### config.mk
export PLATFORM = sky130hd
export DESIGN_NAME = kbd_con
export DESIGN_NICKNAME = d
export VERILOG_FILES = /design/src/rtl/kbd_con.sv
export SDC_FILE = /design/constraint.sdc
export NUM_CORES = 1
export LEC_CHECK = 0
export ABC_AREA = 1
export ABC_CLOCK_PERIOD_IN_PS = 1200
export BUFFER_PORTS_ARGS = -buffer_cell sky130_fd_sc_hd__buf_2
export CAP_MARGIN = 20
export CORE_MARGIN = 2
export CORE_UTILIZATION = 55
export CTS_BUF_LIST = sky130_fd_sc_hd__clkbuf_4 sky130_fd_sc_hd__clkbuf_8
export CTS_CLUSTER_DIAMETER = 120
export DETAILED_ROUTE_END_ITERATION = 8
export PLACE_DENSITY = 0.8
export SLEW_MARGIN = 5
export SYNTH_ARGS = -nofsm -noshare
export SYNTH_HDL_FRONTEND = slang
export SYNTH_SLANG_ARGS = --single-unit
### constraint.sdc
create_clock -name i_clk -period 1.2 [get_ports i_clk]
set_input_delay 0.24 -clock i_clk [delete_from_list [all_inputs] [get_ports i_clk]]
set_output_delay 0.24 -clock i_clk [all_outputs]
set_load 0.05 [all_outputs]
### src/rtl/kbd_con.sv
// PS/2 keyboard receiver: synchronizes ps2_clk/ps2_dat and deframes 11-bit scan-code frames.
// Optional ps2_clk glitch filter enabled by defining KBD_CON_GLITCH_FILTER_EN.
module kbd_con #(
  parameter int FILTER_LEN  = 8,
  parameter int TIMEOUT_CYC = 5000
) (
  input  logic       i_clk,
  input  logic       i_rst,
  input  logic       ps2_clk,
  input  logic       ps2_dat,
  output logic [7:0] o_data,
  output logic       o_valid,
  output logic       o_err,
  output logic [2:0] o_err_code,
  output logic       o_busy
);

  localparam int TW = $clog2(TIMEOUT_CYC + 1);

  localparam logic [2:0] ERR_NONE    = 3'd0;
  localparam logic [2:0] ERR_PARITY  = 3'd1;
  localparam logic [2:0] ERR_START   = 3'd2;
  localparam logic [2:0] ERR_STOP    = 3'd3;
  localparam logic [2:0] ERR_TIMEOUT = 3'd4;

  typedef enum logic [1:0] {IDLE, DATA, PARITY, STOP} state_e;

  logic clk_s1_q, clk_s2_q, dat_s1_q, dat_s2_q;
  logic filt_q, filt_d;
  logic fall;

  state_e        state_q, state_d;
  logic [2:0]    bit_cnt_q, bit_cnt_d;
  logic [7:0]    shift_q, shift_d;
  logic          par_err_q, par_err_d;
  logic [TW-1:0] tmo_q, tmo_d;
  logic [7:0]    data_q, data_d;
  logic          valid_q, valid_d;
  logic          err_q, err_d;
  logic [2:0]    code_q, code_d;

  // Two-flop synchronizers; idle bus level is high
  always_ff @(posedge i_clk) begin
    if (i_rst) begin
      clk_s1_q <= 1'b1;
      clk_s2_q <= 1'b1;
      dat_s1_q <= 1'b1;
      dat_s2_q <= 1'b1;
    end else begin
      clk_s1_q <= ps2_clk;
      clk_s2_q <= clk_s1_q;
      dat_s1_q <= ps2_dat;
      dat_s2_q <= dat_s1_q;
    end
  end

`ifdef KBD_CON_GLITCH_FILTER_EN
  localparam int FW = $clog2(FILTER_LEN + 1);
  logic [FW-1:0] flt_cnt_q, flt_cnt_d;

  // A new level is accepted only after FILTER_LEN consecutive differing samples
  always_comb begin
    flt_cnt_d = '0;
    filt_d    = filt_q;
    if (clk_s2_q != filt_q) begin
      if (flt_cnt_q == FW'(FILTER_LEN - 1)) begin
        filt_d = clk_s2_q;
      end else begin
        flt_cnt_d = flt_cnt_q + FW'(1);
      end
    end
  end

  always_ff @(posedge i_clk) begin
    if (i_rst) flt_cnt_q <= '0;
    else       flt_cnt_q <= flt_cnt_d;
  end
`else
  logic unused_filter_len;
  assign unused_filter_len = (FILTER_LEN > 0);

  always_comb begin
    filt_d = clk_s2_q;
  end
`endif

  always_ff @(posedge i_clk) begin
    if (i_rst) filt_q <= 1'b1;
    else       filt_q <= filt_d;
  end

  assign fall = filt_q & ~filt_d;

  always_comb begin
    state_d   = state_q;
    bit_cnt_d = bit_cnt_q;
    shift_d   = shift_q;
    par_err_d = par_err_q;
    data_d    = data_q;
    code_d    = code_q;
    valid_d   = 1'b0;
    err_d     = 1'b0;
    tmo_d     = (state_q == IDLE || fall) ? '0 : tmo_q + TW'(1);

    case (state_q)
      IDLE: begin
        if (fall) begin
          if (dat_s2_q) begin
            err_d  = 1'b1;
            code_d = ERR_START;
          end else begin
            state_d   = DATA;
            bit_cnt_d = 3'd0;
          end
        end
      end
      DATA: begin
        if (fall) begin
          shift_d   = {dat_s2_q, shift_q[7:1]};
          bit_cnt_d = bit_cnt_q + 3'd1;
          if (bit_cnt_q == 3'd7) state_d = PARITY;
        end
      end
      PARITY: begin
        if (fall) begin
          par_err_d = ~(^{shift_q, dat_s2_q});
          state_d   = STOP;
        end
      end
      STOP: begin
        if (fall) begin
          state_d = IDLE;
          if (!dat_s2_q) begin
            err_d  = 1'b1;
            code_d = ERR_STOP;
          end else if (par_err_q) begin
            err_d  = 1'b1;
            code_d = ERR_PARITY;
          end else begin
            data_d  = shift_q;
            valid_d = 1'b1;
            code_d  = ERR_NONE;
          end
        end
      end
      default: state_d = IDLE;
    endcase

    // The keyboard stopped clocking mid-frame: abandon it
    if (state_q != IDLE && !fall && tmo_q == TW'(TIMEOUT_CYC - 1)) begin
      state_d = IDLE;
      err_d   = 1'b1;
      code_d  = ERR_TIMEOUT;
    end
  end

  always_ff @(posedge i_clk) begin
    if (i_rst) begin
      state_q   <= IDLE;
      bit_cnt_q <= '0;
      shift_q   <= '0;
      par_err_q <= 1'b0;
      tmo_q     <= '0;
      data_q    <= '0;
      valid_q   <= 1'b0;
      err_q     <= 1'b0;
      code_q    <= ERR_NONE;
    end else begin
      state_q   <= state_d;
      bit_cnt_q <= bit_cnt_d;
      shift_q   <= shift_d;
      par_err_q <= par_err_d;
      tmo_q     <= tmo_d;
      data_q    <= data_d;
      valid_q   <= valid_d;
      err_q     <= err_d;
      code_q    <= code_d;
    end
  end

  assign o_data     = data_q;
  assign o_valid    = valid_q;
  assign o_err      = err_q;
  assign o_err_code = code_q;
  assign o_busy     = (state_q != IDLE);

endmodule

==> results of run 1 <==
-- state kept, by name, indices dropped and copies added (netlist names) --
name,cells
clk_s1_q,1
o_err_code,3
bit_cnt_q,3
o_valid,1
o_data,8
tmo_q,13
dat_s2_q,1
dat_s1_q,1
state_q,2
par_err_q,1
shift_q,8
clk_s2_q,1
o_err,1
filt_q,1
-- metrics by stage --
stage / hold WS (ps) / power, µW / util (%) / cells
finish: 117.4 / 2591 / 76.44 / 375
global route: 111.4 / 2681 / 76.44 / 375
CTS: 116.7 / 2599 / 71.79 / 365
detailed placement: 395.5 / 1673 / 63.88 / 348
global placement: 393.4 / 1670 / 63.88 / 348
floorplan: 343.8 / 1630 / - / 271
-- worst reg2reg max path: stages, from the launching register on --
cell,delay [ps]
sky130_fd_sc_hd__dfxtp_4,380
sky130_fd_sc_hd__inv_4,50
sky130_fd_sc_hd__ha_4,170
sky130_fd_sc_hd__clkinvlp_4,90
sky130_fd_sc_hd__buf_4,120
sky130_fd_sc_hd__nand2_2,40
sky130_fd_sc_hd__o22ai_1,130
sky130_fd_sc_hd__nand2_1,120
sky130_fd_sc_hd__inv_1,90
sky130_fd_sc_hd__o21ai_1,80
sky130_fd_sc_hd__a21oi_1,130
-- cell usage in the layout (no fill, tap or decap), types with 4 or more instances in the layout --
cell type                  instances
sky130_fd_sc_hd__a21oi_1          24
sky130_fd_sc_hd__a21oi_2           8
sky130_fd_sc_hd__buf_2            15
sky130_fd_sc_hd__buf_4            27
sky130_fd_sc_hd__buf_6             6
sky130_fd_sc_hd__clkbuf_8          5
sky130_fd_sc_hd__dfxtp_1          39
sky130_fd_sc_hd__dfxtp_2           4
sky130_fd_sc_hd__ha_1              4
sky130_fd_sc_hd__inv_1            29
sky130_fd_sc_hd__inv_2             5
sky130_fd_sc_hd__nand2_1          53
sky130_fd_sc_hd__nand2_2           5
sky130_fd_sc_hd__nand2_4           4
sky130_fd_sc_hd__nand3_1           8
sky130_fd_sc_hd__nor2_1           13
sky130_fd_sc_hd__nor2_2            4
sky130_fd_sc_hd__nor2_4            4
sky130_fd_sc_hd__nor3_2            4
sky130_fd_sc_hd__o21ai_0          13
sky130_fd_sc_hd__o21ai_1          11
sky130_fd_sc_hd__o21ai_2           4
sky130_fd_sc_hd__or2_2             5
-- cell usage after synthesis, drive strengths merged --
| cell | number | share of area, % |
|---|---|---|
| dfxtp | 45 | 44 |
| o22ai | 1 | 0.31 |
| nor3 | 8 | 2.5 |
| ha | 7 | 4.3 |
| o21ai | 28 | 7.3 |
| nor2 | 22 | 5.0 |
| nand3 | 12 | 3.2 |
| xor2 | 1 | 0.43 |
| buf | 3 | 1.5 |
| and2 | 1 | 0.31 |
| clkbuf | 1 | 0.19 |
| o211ai | 2 | 0.74 |
| or2 | 6 | 1.9 |
| nand4 | 2 | 0.62 |
| inv | 38 | 7.0 |
| nand2 | 62 | 12 |
| a21oi | 32 | 8.3 |
-- worst paths after layout --
kind | slack (ps) | endpoint | from
max reg2reg | -270 | state_q[0] | state_q[0]
max | -290 | o_busy | state_q[0]
min reg2reg | 410 | dat_s2_q | dat_s1_q
min | 120 | dat_s1_q | ps2_dat
-- report_power, final --
part           leakage, µW  switching (µW)  internal, µW
Clock            0.0000484             500           427
Combinational     0.000781            98.5          59.0
Sequential        0.000367            6.88          1500
Total              0.00120             605          1990
-- per-layer routing --
metal	vias up	part of all wire, %	wire length [µm]	global-route usage, %
met5	-	0	0	0
met4	0	2.7	140	11.17
met3	16	4.5	236	6.250
met2	57	51	2646	42.71
met1	951	42	2186	26.81
li1	985	-	-	-
-- logic make-up (layout without fill, tap and decap cells) --
group | after synthesis | after routing | synth area share, %
simple gates | 113 | 113 | 25.34
compound gates | 63 | 63 | 16.63
flops | 45 | 45 | 44.50
xor+xnor | 1 | 1 | 0.4327
buf+inv | 42 | 98 | 8.776
fa+ha+maj | 7 | 7 | 4.326
-- timing repair --
action,CTS,global route
pin swaps,15,17
resized for setup,46,32
buffers inserted,9,10
setup endpoints to repair,31,42
-- layout make-up --
| class | instances | area, µm² |
|---|---|---|
| inverters | 38 | 156.4 |
| well taps | 48 | 60.06 |
| clock buffers | 6 | 76.32 |
| fillers | 243 | 849.6 |
| repair buffers | 52 | 407.9 |
| multi-input cells | 184 | 1132 |
| flip-flops and latches | 45 | 913.4 |
| clock inverters | 2 | 10.01 |
==> parameters.txt, run 1 <==
Parameter                              Value

Worst setup path
  Cells on worst reg2reg path ... 10
  Cell class contributing the biggest share of worst-path delay ... buffers and inverters
  Cell count along the critical path ... 5
  Startpoint Class ... flop
  Kind of critical path ... reg2out
  Critical path cell sequence ... inv_4, ha_4, clkinvlp_4, buf_6, buf_8
  Total buffers and inverters traversed by the critical path ... 4
  Largest stage delay, worst path ... 370 ps
  Data arrival, critical path ... 1250 ps
  Element type at the critical path end ... output port
  Max FO, Critical Path ... 4
  Worst-path cell with the longest stage delay ... sky130_fd_sc_hd__dfxtp_4
  Crit path required time ... 960 ps

Global routing
  Wire length of the first global-routing pass ... 7817 µm
  Total track usage ... 24.06%
  Final global-route overflow total ... 0
  Vias in the first global route ... 1873
  Antenna violations before repair ... 0
  Pin count of the biggest net entering global routing ... 19

CTS
  CTS sink count ... 45
  Source-to-sink clock delay at the later pin of the worst-skew pair ... 300 ps
  TritonCTS clock tree ... built
  CTS root buffer ... sky130_fd_sc_hd__clkbuf_8
  Buffer depth of the longest clock path ... 2
  Clock edge transition at the registers on the reported setup and hold paths ... 80 ps
  Maximum level of the CTS H-tree ... 2
  Number of clock buffers inserted by TritonCTS ... 5
  Hold buffers post-CTS ... 0

Outcome
  Violations in the final reports ... setup timing
  Outcome ... finished with violations

Timing
  Minimum clock period ... 1493 ps
  Worst-case setup margin in the final layout ... -292.7 ps
  Fin Setup TNS ... -5917 ps
  Slew at the pin closest to its max-slew limit ... 337.2 ps
  Final setup vio count ... 33
  Final Cycle Share ... 124.4%
  Headroom to the max-slew limit ... 77.28%
  Worst setup skew after layout ... 2.145 ps
  Fin. max-slew vios ... 0
  Achievable frequency ... 669.9 MHz
  RSZ-0062 raised after global routing ... true
  Final hold violation count ... 0

Power
  P_leak ... 0.001196 µW
  Peak supply drop ... 0.0007120 V
  Cell Pwr Density ... 940.1 nW/µm²

Detailed routing
  Total length of routed wires ... 5209 µm
  Average vias per placed instance ... 5.357
  Violation count after the first detailed-route iteration ... 140
  Number of remaining DRC errors ... 0
  Post-detailed-route wirelength per cell ... 13.89 µm
  Residual antenna-violating net count after detailed routing ... 0
  Drt pass-1 iters ... 4
  Via count of the routed design ... 2009

Cells and area
  Final net count ... 337
  Synthesis-to-finish area growth ... 36.16%
  Post-layout instance area ... 2756 µm²
  # diodes ... 0
  Fraction of final layout cells sized beyond drive strength 1 ... 37.61%

Placed design
  Count of buffers inserted at the top-level ports ... 17
  Total placed instance area ... 2303 µm²
  Final HPWL DP ... 2942 µm
  Post-place setup slack ... -179.2 ps
  Last weighted congestion value of the routability-driven placer ... 0.8356

Synth
  Number of synthesized register bits ... 45
  Part of the Yosys area used for sequential elements ... 44.50%
  Library cells used by synthesis ... 28
  Warnings, synthesis ... 0
  Cell count after synthesis ... 271
  Syn nets ... 282
  Netlist Area Pre-Place ... 2024 µm²
  Mean area per synthesized cell ... 7.470 µm²

Die
  Die width ... 64.67 µm
  Die area ... 4182 µm²
  Row count ... 22
  Starting density of the core ... 56.14%
  Vertical die dimension ... 64.67 µm
  Number of primary I/O pins ... 18
  Core outline area ... 3606 µm²

Hold path
  Hold Crit Class ... in2reg
  Min-Delay Path Depth ... 2

Flow run
  Number of max-cap violations ... 0
Note: power is estimated with default switching activity, not from simulation.
==> inputs of run 2 (changes only) <==
Settings changed: CELL_PAD_IN_SITES_DETAIL_PLACEMENT set to 0, CELL_PAD_IN_SITES_GLOBAL_PLACEMENT set to 1, CORE_UTILIZATION 55 to 40.
==> run 2 against run 1 <==
Against the previous run:
- the run still ends with setup timing left
- die area increased by 35%
- largest cell class unchanged
- highest routed layer unchanged
- core utilization decreased by 17 points
- design area increased by 3.0%
==> parameters.txt, run 2 (synthesis results as in run 1) <==
Parameter                              Value

Detailed routing
  Violation count after the first detailed-route iteration ... 104
  Number of remaining DRC errors ... 0
  Via count of the routed design ... 1867
  Average vias per placed instance ... 4.824
  Residual antenna-violating net count after detailed routing ... 0
  Post-detailed-route wirelength per cell ... 11.93 µm
  Drt pass-1 iters ... 4
  Total length of routed wires ... 4618 µm

Placed design
  Final HPWL DP ... 2939 µm
  Last weighted congestion value of the routability-driven placer ... 0.7670
  Post-place setup slack ... -161.3 ps
  Count of buffers inserted at the top-level ports ... 17
  Cells after DPL ... 368

Timing
  Worst setup skew after layout ... 7.262 ps
  Fin Setup TNS ... -4115 ps
  Slew at the pin closest to its max-slew limit ... 234.4 ps
  Final setup vio count ... 33
  Fin. max-slew vios ... 0
  Minimum clock period ... 1425 ps
  Worst slack on hold paths ... 105.7 ps
  Achievable frequency ... 701.9 MHz
  Headroom to the max-slew limit ... 84.33%
  RSZ-0062 raised after global routing ... true
  Final Cycle Share ... 118.7%
  Final hold violation count ... 0
  Worst-case setup margin in the final layout ... -224.8 ps

Global routing
  Total track usage ... 17.45%
  Wire length of the first global-routing pass ... 7472 µm
  Final global-route overflow total ... 0
  Antenna violations before repair ... 0
  Pin count of the biggest net entering global routing ... 17
  Vias in the first global route ... 1716

Worst setup path
  Worst reg2reg endpoint ... state_q[0]
  Total buffers and inverters traversed by the critical path ... 3
  Worst-path cell with the longest stage delay ... sky130_fd_sc_hd__dfxtp_4
  Max FO, Critical Path ... 4
  Critical path cell sequence ... inv_4, ha_4, clkinvlp_4, buf_8
  Kind of critical path ... reg2out
  Cell count along the critical path ... 4
  Source of the critical timing path ... state_q[0]
  Element type at the critical path end ... output port
  Startpoint Class ... flop
  Largest stage delay, worst path ... 380 ps
  Data arrival, critical path ... 1180 ps
  Cells on worst reg2reg path ... 9
  Cell class contributing the biggest share of worst-path delay ... flip-flops
  Crit path required time ... 960 ps
  Reg2reg setup slack ... -180 ps
  Critical R2R Launch ... state_q[0]

Power
  Switching part of the total ... 23.66%
  Internal power summed over all cells ... 2192 µW
  P_leak ... 0.001147 µW
  Reported net switching power ... 679.2 µW
  PnR Total Power ... 2871 µW
  Cell Pwr Density ... 1011 nW/µm²
  Sequential Power Share ... 52.6%
  Proportion of power drawn by the clock network ... 42.1%
  Share of power burned in combinational logic ... 5.3%
  Peak supply drop ... 0.0007307 V

Die
  Starting density of the core ... 42.03%
  Core outline area ... 4817 µm²
  Row count ... 25
  Number of primary I/O pins ... 18
  Die width ... 75.14 µm
  Vertical die dimension ... 75.14 µm
  Die area ... 5646 µm²

Hold path
  Hold path start ... ps2_dat
  Worst min-delay path endpoint ... dat_s1_q
  Min-Delay Path Depth ... 2
  Hold Crit Class ... in2reg

CTS
  CTS sink count ... 45
  Number of clock buffers inserted by TritonCTS ... 5
  Maximum level of the CTS H-tree ... 2
  Buffer depth of the longest clock path ... 2
  Source-to-sink clock delay at the later pin of the worst-skew pair ... 310 ps
  TritonCTS clock tree ... built
  Clock edge transition at the registers on the reported setup and hold paths ... 100 ps
  CTS root buffer ... sky130_fd_sc_hd__clkbuf_8

Cells and area
  Top library cells by usage in the layout, fill and taps aside ... 52 x sky130_fd_sc_hd__nand2_1, 37 x sky130_fd_sc_hd__dfxtp_1, 26 x sky130_fd_sc_hd__inv_1
  Commonest non-fill, non-tap cell in the layout ... sky130_fd_sc_hd__nand2_1
  Flip-flop count of the largest register, all copies and words added ... 13
  Final instance count without filler cells ... 387
  Fraction of final layout cells sized beyond drive strength 1 ... 42.50%
  # diodes ... 0
  Most flop-heavy register ... tmo_q
  Synthesis-to-finish area growth ... 40.30%
  Final net count ... 330
  FILL cells ... 443

Outcome
  Violations in the final reports ... setup timing
  Outcome ... finished with violations

Flow run
  Number of max-cap violations ... 0
[run 2: cell types whose count changed in the layout (fill, tap and decap cells not counted), moves of 4 or more]
| cell | previous run | this run |
|---|---|---|
| sky130_fd_sc_hd__a21oi_2 | 8 | 12 |
| sky130_fd_sc_hd__ha_2 | 0 | 4 |
| sky130_fd_sc_hd__ha_1 | 4 | 0 |
| sky130_fd_sc_hd__o21ai_2 | 4 | 9 |
| sky130_fd_sc_hd__a21oi_1 | 24 | 20 |
| sky130_fd_sc_hd__buf_4 | 27 | 21 |
[run 2: worst reg2reg max path, delay by kind of cell, from the launching register on]
kind,cells,cell delay [ps]
flip-flops,1,380
AND/OR/NAND/NOR,4,340
buffers and inverters,3,340
adder cells (fa/ha/maj),1,130
AO/OA/AOI/OAI,1,120
[run 2: layout make-up]
cell class / instances / area, µm² / share of cell area (%)
clock inverter: 3 / 47.55 / 1.674
inverter: 38 / 163.9 / 5.771
clock buffer: 5 / 68.82 / 2.423
timing repair buffer: 44 / 340.3 / 11.98
sequential: 45 / 913.4 / 32.16
tap: 67 / 83.83 / 2.952
multi-input combinational: 185 / 1222 / 43.04
[run 2: what timing repair did]
item,4_1_cts,5_1_grt
pin swaps,9,22
setup endpoints to repair,37,42
setup buffers,7,3
gates resized for setup,34,70
hold buffers,0,0
cloned,1,0
[run 2: worst max-delay path by stage]
stage	endpoint	slack (ps)
after CTS	o_busy	-200
after detailed placement	o_data[3]	-160
after floorplan	o_err_code[0]	-230
final	o_busy	-220
after global placement	o_data[4]	-160
after global routing	o_busy	-260
[run 2: power by group through the flow]
stage	Combinational (µW)	Sequential [µW]	Clock, µW
after floorplan	68.8	1560	0
after global placement	123	1550	0
after detailed placement	123	1550	0
after CTS	137	1510	1240
after global routing	168	1510	1280
final	152	1510	1210
[run 2: per-layer routing]
layer  up-vias  track usage, %  share of wire (%)
met5         -               0                  0
met4         0           6.823                1.5
met3         8           4.284                2.6
met2        17           28.36                 48
met1       866           22.38                 48
li1        976               -                  -
[run 2: per-stage QoR]
step                area [µm²]  utilization [%]
floorplan                 2048                -
CTS                       2601            54.00
detailed placement        2322            48.21
global placement          2322            48.21
finish                    2840            58.96
global route              2840            58.96
==> inputs of run 3 (changes only) <==
Settings changed: BUFFER_PORTS_ARGS -buffer_cell sky130_fd_sc_hd__buf_2 to -buffer_cell sky130_fd_sc_hd__buf_4, CELL_PAD_IN_SITES_DETAIL_PLACEMENT 0 to 1, CORE_UTILIZATION 40 to 38, CTS_BUF_LIST sky130_fd_sc_hd__clkbuf_4 sky130_fd_sc_hd__clkbuf_8 to not set, PLACE_DENSITY 0.8 to 0.76.
==> run 3 against run 2 <==
Against the previous run:
- the run still ends with setup timing left
- hold slack improved by 6.1 ps
- final cell count increased by 2.1%
- register-to-register slack got worse by 90 ps
- sequential power about the same
- setup slack got worse by 88 ps
- global-route usage increased by 2.1 points
- critical path type unchanged
==> parameters.txt, run 3 (synthesis results as in run 1) <==
Parameter                              Value

Die
  Die width ... 76.99 µm
  Die area ... 5927 µm²
  Row count ... 26
  Vertical die dimension ... 76.99 µm
  Starting density of the core ... 39.39%
  Core outline area ... 5140 µm²
  Number of primary I/O pins ... 18

Timing
  Final hold violation count ... 0
  Slew at the pin closest to its max-slew limit ... 289.8 ps
  Minimum clock period ... 1513 ps
  Worst setup skew after layout ... 7.593 ps
  Fin. max-slew vios ... 0
  Headroom to the max-slew limit ... 80.60%
  Worst-case setup margin in the final layout ... -313.2 ps
  RSZ-0062 raised after global routing ... true
  Final Cycle Share ... 126.1%
  Final setup vio count ... 38
  Achievable frequency ... 660.8 MHz

Outcome
  Violations in the final reports ... setup timing
  Outcome ... finished with violations

Detailed routing
  Post-detailed-route wirelength per cell ... 15.23 µm
  Total length of routed wires ... 6017 µm
  Residual antenna-violating net count after detailed routing ... 0
  Average vias per placed instance ... 4.896
  Via count of the routed design ... 1934
  Number of remaining DRC errors ... 0
  Violation count after the first detailed-route iteration ... 28
  Drt pass-1 iters ... 3

Worst setup path
  Kind of critical path ... reg2out
  Critical path cell sequence ... inv_4, ha_4, clkinvlp_4, buf_6, buf_8
  Largest stage delay, worst path ... 380 ps
  Startpoint Class ... flop
  Data arrival, critical path ... 1270 ps
  Max FO, Critical Path ... 3
  Worst-path cell with the longest stage delay ... sky130_fd_sc_hd__dfxtp_4
  Crit path required time ... 960 ps
  Element type at the critical path end ... output port

Cells and area
  Flip-flop count of the largest register, all copies and words added ... 13
  Final net count ... 335
  Post-layout instance area ... 2915 µm²
  Top library cells by usage in the layout, fill and taps aside ... 48 x sky130_fd_sc_hd__nand2_1, 41 x sky130_fd_sc_hd__dfxtp_1, 36 x sky130_fd_sc_hd__buf_4
  Commonest non-fill, non-tap cell in the layout ... sky130_fd_sc_hd__nand2_1
  Fraction of final layout cells sized beyond drive strength 1 ... 40.62%
  Most flop-heavy register ... tmo_q
  Synthesis-to-finish area growth ... 44.01%
  # diodes ... 0
  Final instance count without filler cells ... 395
  FILL cells ... 656

CTS
  Clock edge transition at the registers on the reported setup and hold paths ... 90 ps
  CTS root buffer ... sky130_fd_sc_hd__clkbuf_8
  Hold buffers post-CTS ... 0
  CTS sink count ... 45
  Buffer depth of the longest clock path ... 2
  Source-to-sink clock delay at the later pin of the worst-skew pair ... 310 ps
  Maximum level of the CTS H-tree ... 2
  TritonCTS clock tree ... built
  Number of clock buffers inserted by TritonCTS ... 5

Global routing
  Total track usage ... 19.58%
  Pin count of the biggest net entering global routing ... 20
  Wire length of the first global-routing pass ... 9204 µm
  Antenna violations before repair ... 0
  Vias in the first global route ... 2008
  Final global-route overflow total ... 0

Power
  Cell Pwr Density ... 980.3 nW/µm²
  P_leak ... 0.001195 µW
  Peak supply drop ... 0.0006090 V

Hold path
  Hold Crit Class ... in2reg

Placed design
  Cells after DPL ... 374
  Final HPWL DP ... 3744 µm
  Last weighted congestion value of the routability-driven placer ... 0.9376
  Total placed instance area ... 2404 µm²
  Count of buffers inserted at the top-level ports ... 17

Flow run
  Number of max-cap violations ... 0
==> run 3: changes by cell type in the layout (fill, tap and decap cells not counted), sizes merged <==
cell and change:
nor2 -1, buf +7, inv -1
==> run 3: cell type report <==
type / instances / area [µm²] / area share [%]
multi-input cells: 184 / 1191 / 40.86
flip-flops and latches: 45 / 910.9 / 31.24
repair buffers: 50 / 457.9 / 15.71
inverters: 38 / 156.4 / 5.365
well taps: 70 / 87.58 / 3.004
clock buffers: 6 / 72.57 / 2.489
clock inverters: 2 / 38.79 / 1.330
==> run 3: worst paths after layout <==
kind / startpoint / endpoint / slack, ps / cells past startpoint
max: state_q[1] / o_busy / -310 / 5
min: ps2_dat / dat_s1_q / 110 / 2
max reg2reg: state_q[0] / state_q[0] / -270 / 10
min reg2reg: dat_s1_q / dat_s2_q / 420 / 1
==> run 3: stage by stage <==
step / util (%) / total power [µW] / hold WS (ps) / setup TNS [ps] / worst slack [ps]
final: 56.72 / 2858 / 111.8 / -5604 / -313.2
after global routing: 56.72 / 2969 / 107.8 / -8728 / -366.2
after CTS: 52.48 / 2858 / 108.2 / -4339 / -265.1
after detailed placement: 46.76 / 1685 / 403.7 / -4138 / -241.3
after global placement: 46.76 / 1679 / 391.6 / -2575 / -160.4
after floorplan: - / 1630 / 343.8 / -3047 / -232.0
==> run 3: what timing repair did <==
| item | in CTS | in global routing |
|---|---|---|
| buffers inserted | 9 | 4 |
| pin swaps | 6 | 16 |
| endpoints found under the setup margin | 41 | 41 |
| resized for setup | 31 | 67 |
==> run 3: worst max-delay path: cells and delay by family, from the launching register on <==
kind / cells / cell delay (ps)
buffers and inverters: 4 / 440
DFF: 1 / 380
adders and majority gates: 1 / 150
==> run 3: layer usage <==
metal	global-route usage, %	up-vias	part of all wire (%)
met2	36.23	14	54
met4	6.964	0	1.3
li1	-	984	-
met3	3.529	8	1.6
met1	22.43	928	43
met5	0	-	0
==> run 3: power by group <==
part           switching (µW)  leakage (µW)  total [µW]  internal [µW]
Combinational             111      0.000774         177           66.4
Sequential               8.72      0.000366        1510           1500
Clock                     545     0.0000554        1170            626
Total                     665       0.00120        2860           2190
